File: config.mk
export PLATFORM = sky130hd
export DESIGN_NAME = fact_bin2bcd
export DESIGN_NICKNAME = d
export VERILOG_FILES = /design/src/rtl/fact_bin2bcd.sv
export SDC_FILE = /design/constraint.sdc
export NUM_CORES = 1
export LEC_CHECK = 0
export ABC_AREA = 1
export CORE_MARGIN = 5
export CORE_UTILIZATION = 45
export DETAILED_ROUTE_END_ITERATION = 10
export HOLD_SLACK_MARGIN = 0.06
export PLACE_DENSITY = 0.63
export SKIP_CTS_REPAIR_TIMING = 1
export SLEW_MARGIN = 10
export SYNTH_ARGS = -nofsm -noshare
export SYNTH_HDL_FRONTEND = slang
export SYNTH_SLANG_ARGS = --single-unit
File: constraint.sdc
create_clock -name clk -period 2.3 [get_ports clk]
set_input_delay 0.46 -clock clk [delete_from_list [all_inputs] [get_ports clk]]
set_output_delay 0.46 -clock clk [all_outputs]
set_load 0.005 [all_outputs]
File: src/rtl/fact_bin2bcd.sv
// Sequential 16-bit binary to 5-digit packed BCD converter (double-dabble, one bit per clock)
// with valid/ready handshakes on both the input and output sides.
module fact_bin2bcd (
    input  logic        clk,
    input  logic        rst,
    input  logic        in_valid,
    output logic        in_ready,
    input  logic [15:0] bin,
    output logic        out_valid,
    input  logic        out_ready,
    output logic [19:0] bcd
);

    typedef enum logic [1:0] {
        IDLE  = 2'd0,
        SHIFT = 2'd1,
        DONE  = 2'd2
    } state_t;

    state_t      state_q, state_d;
    logic [15:0] sreg_q, sreg_d;
    logic [19:0] acc_q, acc_d;
    logic [4:0]  cnt_q, cnt_d;
    logic [19:0] bcd_q, bcd_d;
    logic        out_valid_q, out_valid_d;

    logic [19:0] acc_corr;
    logic [35:0] shifted;

    // Add-3 correction on every nibble before the shift so each digit carries correctly.
    always_comb begin
        acc_corr = acc_q;
        for (int i = 0; i < 5; i++) begin
            if (acc_q[4*i +: 4] >= 4'd5) begin
                acc_corr[4*i +: 4] = acc_q[4*i +: 4] + 4'd3;
            end
        end
        shifted = {acc_corr, sreg_q} << 1;
    end

    always_comb begin
        state_d     = state_q;
        sreg_d      = sreg_q;
        acc_d       = acc_q;
        cnt_d       = cnt_q;
        bcd_d       = bcd_q;
        out_valid_d = out_valid_q;
        case (state_q)
            IDLE: begin
                if (in_valid) begin
                    sreg_d  = bin;
                    acc_d   = 20'd0;
                    cnt_d   = 5'd0;
                    state_d = SHIFT;
                end
            end
            SHIFT: begin
                acc_d  = shifted[35:16];
                sreg_d = shifted[15:0];
                cnt_d  = cnt_q + 5'd1;
                if (cnt_q == 5'd15) begin
                    bcd_d       = shifted[35:16];
                    out_valid_d = 1'b1;
                    state_d     = DONE;
                end
            end
            DONE: begin
                if (out_ready) begin
                    out_valid_d = 1'b0;
                    state_d     = IDLE;
                end
            end
            default: begin
                out_valid_d = 1'b0;
                state_d     = IDLE;
            end
        endcase
    end

    always_ff @(posedge clk) begin
        if (rst) begin
            state_q     <= IDLE;
            sreg_q      <= 16'd0;
            acc_q       <= 20'd0;
            cnt_q       <= 5'd0;
            bcd_q       <= 20'd0;
            out_valid_q <= 1'b0;
        end else begin
            state_q     <= state_d;
            sreg_q      <= sreg_d;
            acc_q       <= acc_d;
            cnt_q       <= cnt_d;
            bcd_q       <= bcd_d;
            out_valid_q <= out_valid_d;
        end
    end

    assign in_ready  = (state_q == IDLE);
    assign out_valid = out_valid_q;
    assign bcd       = bcd_q;

endmodule

==> key figures <==
Floorplan
  • Die outline width: 92.9 microns
  • Core Box Area: just under 7000 sq um
  • Ports: 42
  • Row cnt: 30
  • Initial Utilization: 0.458
  • Die Ht: approximately 93 microns
  • Die Area: around 8600 sq um

Final layout
  • Area grow syn2layout: 19.9%
  • Cell Count, Final, Fillers Out: between 500 and 600
  • Diode count: 0
  • Multi-input gate area in the final layout: 1480 sq um
  • Final instance area: ~3700 sq um
  • Layout fillers: approximately 670
  • Share of cells above drive strength 1: 0.0551
  • Layout net count: 500
  • Register area: around 1300 sq um

Global route
  • Global Route Usage Sum: 0.160
  • Gr ovfl total: 0
  • Number of global-route vias before repair: 2533
  • Pin count of the biggest net entering global routing: 37
  • Initial antenna violation count: 0
  • First-pass GRT wire length: approximately 11000 microns

Power
  • P per Cell Area: slightly below 600 nW/um^2
  • IR drop worst, VDD: about 0.36 mV
  • Leak: 0.00158 uW

Flow run
  • Max_cap viols: 0

Timing
  • RSZ-0062 raised after global routing: false
  • Setup Total Neg Slack: 0 ns
  • Final hold slack: between 0.4 and 0.5 ns
  • Setup ws final: a little over 0.5 ns
  • Fin. max-slew vios: 0
  • Endpoints failing setup: 0
  • Final setup skew: roughly 0.0049 ns
  • Worst-Margin Slew: 0.382 ns
  • Hold Violations, Final: 0
  • Fin crit period: approximately 1.8 ns
  • Headroom to the max-slew limit: 0.745
  • Final worst-path cycle share: 0.776
  • Fmax: approximately 560 MHz

Routing
  • DRT Pass-1 Iters: 4
  • Final wirelength: approximately 6500 microns
  • Via density: ~5.0
  • DR vias: 2743
  • Drt wl/cell: 11.8 microns
  • Initial DRC count: slightly above 100
  • ANT nets after route: 0
  • DRC errors left: 0

CTS
  • Worst-skew pair later-pin latency: 0.34 ns
  • CTS Buffer Depth: 2
  • Clock sinks: between 60 and 70
  • TritonCTS buffer count: 9
  • Clk slew on worst S/H paths: roughly 0.060 ns
  • CTS root buffer: clkbuf_8
  • H-tree depth: 3
  • CTS tree: built

Setup path
  • Cells on worst reg2reg path: 10
  • CP startpoint: state_q[0]
  • Reg2Reg Launch Point: cnt_q[0]
  • CP startpoint kind: flip-flop
  • Required time worst endpoint: around 1.8 ns
  • R2r setup slk: about 0.59 ns
  • Worst EP arrival: roughly 1.3 ns
  • Crit path kind: flip-flop to output port
  • Worst-path fanout max: 4
  • RR Endpoint: bcd[2]
  • Worst setup EP type: output port

Synth
  • Register bit total from synthesis: 64
  • Yosys warns: 0
  • Yosys cell types: 29
  • Syn Inst Count: ~430
  • Syn Area/Cell: ~7.2 sq um
  • Sequential fraction of the synthesis area: 0.414
  • Syn Nets: 461
  • Syn Std Cell Area: 3090 sq um

Placed design
  • Final HPWL DP: between 4000 and 5000 microns
  • Placed cell area: roughly 3500 sq um
  • Pre-CTS setup slack: about 0.5 ns
  • GPL Wtd Cong: roughly 0.8
  • Placed insts: 537
  • Port Buffers: 41

Outcome
  • Status: completed

Hold path
  • Hold EP: acc_q[17]
  • Hold Path Class: flip-flop to flip-flop
  • Hold wc startpoint: acc_q[17]
  • Hold Crit Depth: 2
-- layer usage --
metal / track usage / vias to the layer above / routed length, microns
met2: 0.263 / 52 / 3020
met4: 0.0525 / 0 / 82
met5: 0 / - / 0
met3: 0.0577 / 11 / 319
met1: 0.195 / 1218 / 3110
li1: - / 1462 / -
-- worst max-delay path, cell delays in order (launching register included) --
cell	delay [ns]
dfxtp_1	0.37
nor2_1	0.11
clkdlybuf4s50_1	0.51
-- layout make-up --
class	count	share of cell area
inverter	53	0.0537
tap	80	0.0270
timing repair buffer	47	0.130
sequential	64	0.346
clock buffer	15	0.0449
multi-input combinational	293	0.399
-- sequential cells by signal, summed over array words and instances, names as in the netlist --
signal / cells
acc_q: 20
bcd: 20
cnt_q: 5
out_valid: 1
sreg_q: 16
state_q: 2
-- power breakdown --
part           switching [uW]  internal, uW
Clock                     395           446
Sequential               15.3          1130
Combinational            90.0          67.6
-- worst max path at each step --
| stage | end | cells after the start |
|---|---|---|
| 2_1_floorplan | bcd[13] | 10 |
| 6_report | in_ready | 2 |
| 4_1_cts | in_ready | 2 |
| 3_5_place_dp | sreg_q[11] | 9 |
| 5_1_grt | bcd[2] | 10 |
| 3_3_place_gp | sreg_q[8] | 9 |
-- kinds of logic after synthesis --
| group | synth area share |
|---|---|
| muxes | 0.00324 |
| adders and majority gates | 0.0486 |
| AOI/OAI and AO/OA | 0.159 |
| DFF | 0.414 |
| and+or+nand+nor | 0.268 |
| buffers and inverters | 0.107 |
-- cells in the final DEF, fill, tap and decap left out, drive strengths merged --
cell	synthesis	final
clkbuf	4	15
a31oi	10	10
a21o	6	6
inv	52	52
dfxtp	64	64
a22oi	1	1
nor3	1	1
o21ai	28	28
mux2i	1	1
nand3	27	27
a21oi	34	34
o21a	8	8
or3	1	1
nand2	142	142
and2	1	1
buf	15	6
nand4	10	10
clkinv	1	1
nor2	10	10
o22ai	1	1
ha	12	12
clkdlybuf4s50	0	41
-- synth_stat cells (all sizes together) --
library cell,count,share of area
nand2,142,0.18
or3,1,0.0020
o22ai,1,0.0020
mux2i,1,0.0032
a22oi,1,0.0024
nor2,10,0.020
a21o,6,0.015
and2,1,0.0020
ha,12,0.049
clkinv,1,0.0012
nor3,1,0.0016
clkbuf,4,0.0049
nand4,10,0.020
a21oi,34,0.055
o21a,8,0.019
nand3,27,0.044
dfxtp,64,0.41
a31oi,10,0.020
inv,52,0.063
buf,15,0.038
o21ai,28,0.045
-- through the flow --
step,power [uW],util
3_5_place_dp,1330,0.524
2_1_floorplan,1280,-
5_1_grt,2260,0.549
4_1_cts,2180,0.549
3_3_place_gp,1330,0.524
6_report,2150,0.549
(Power assumes the default switching activity.)
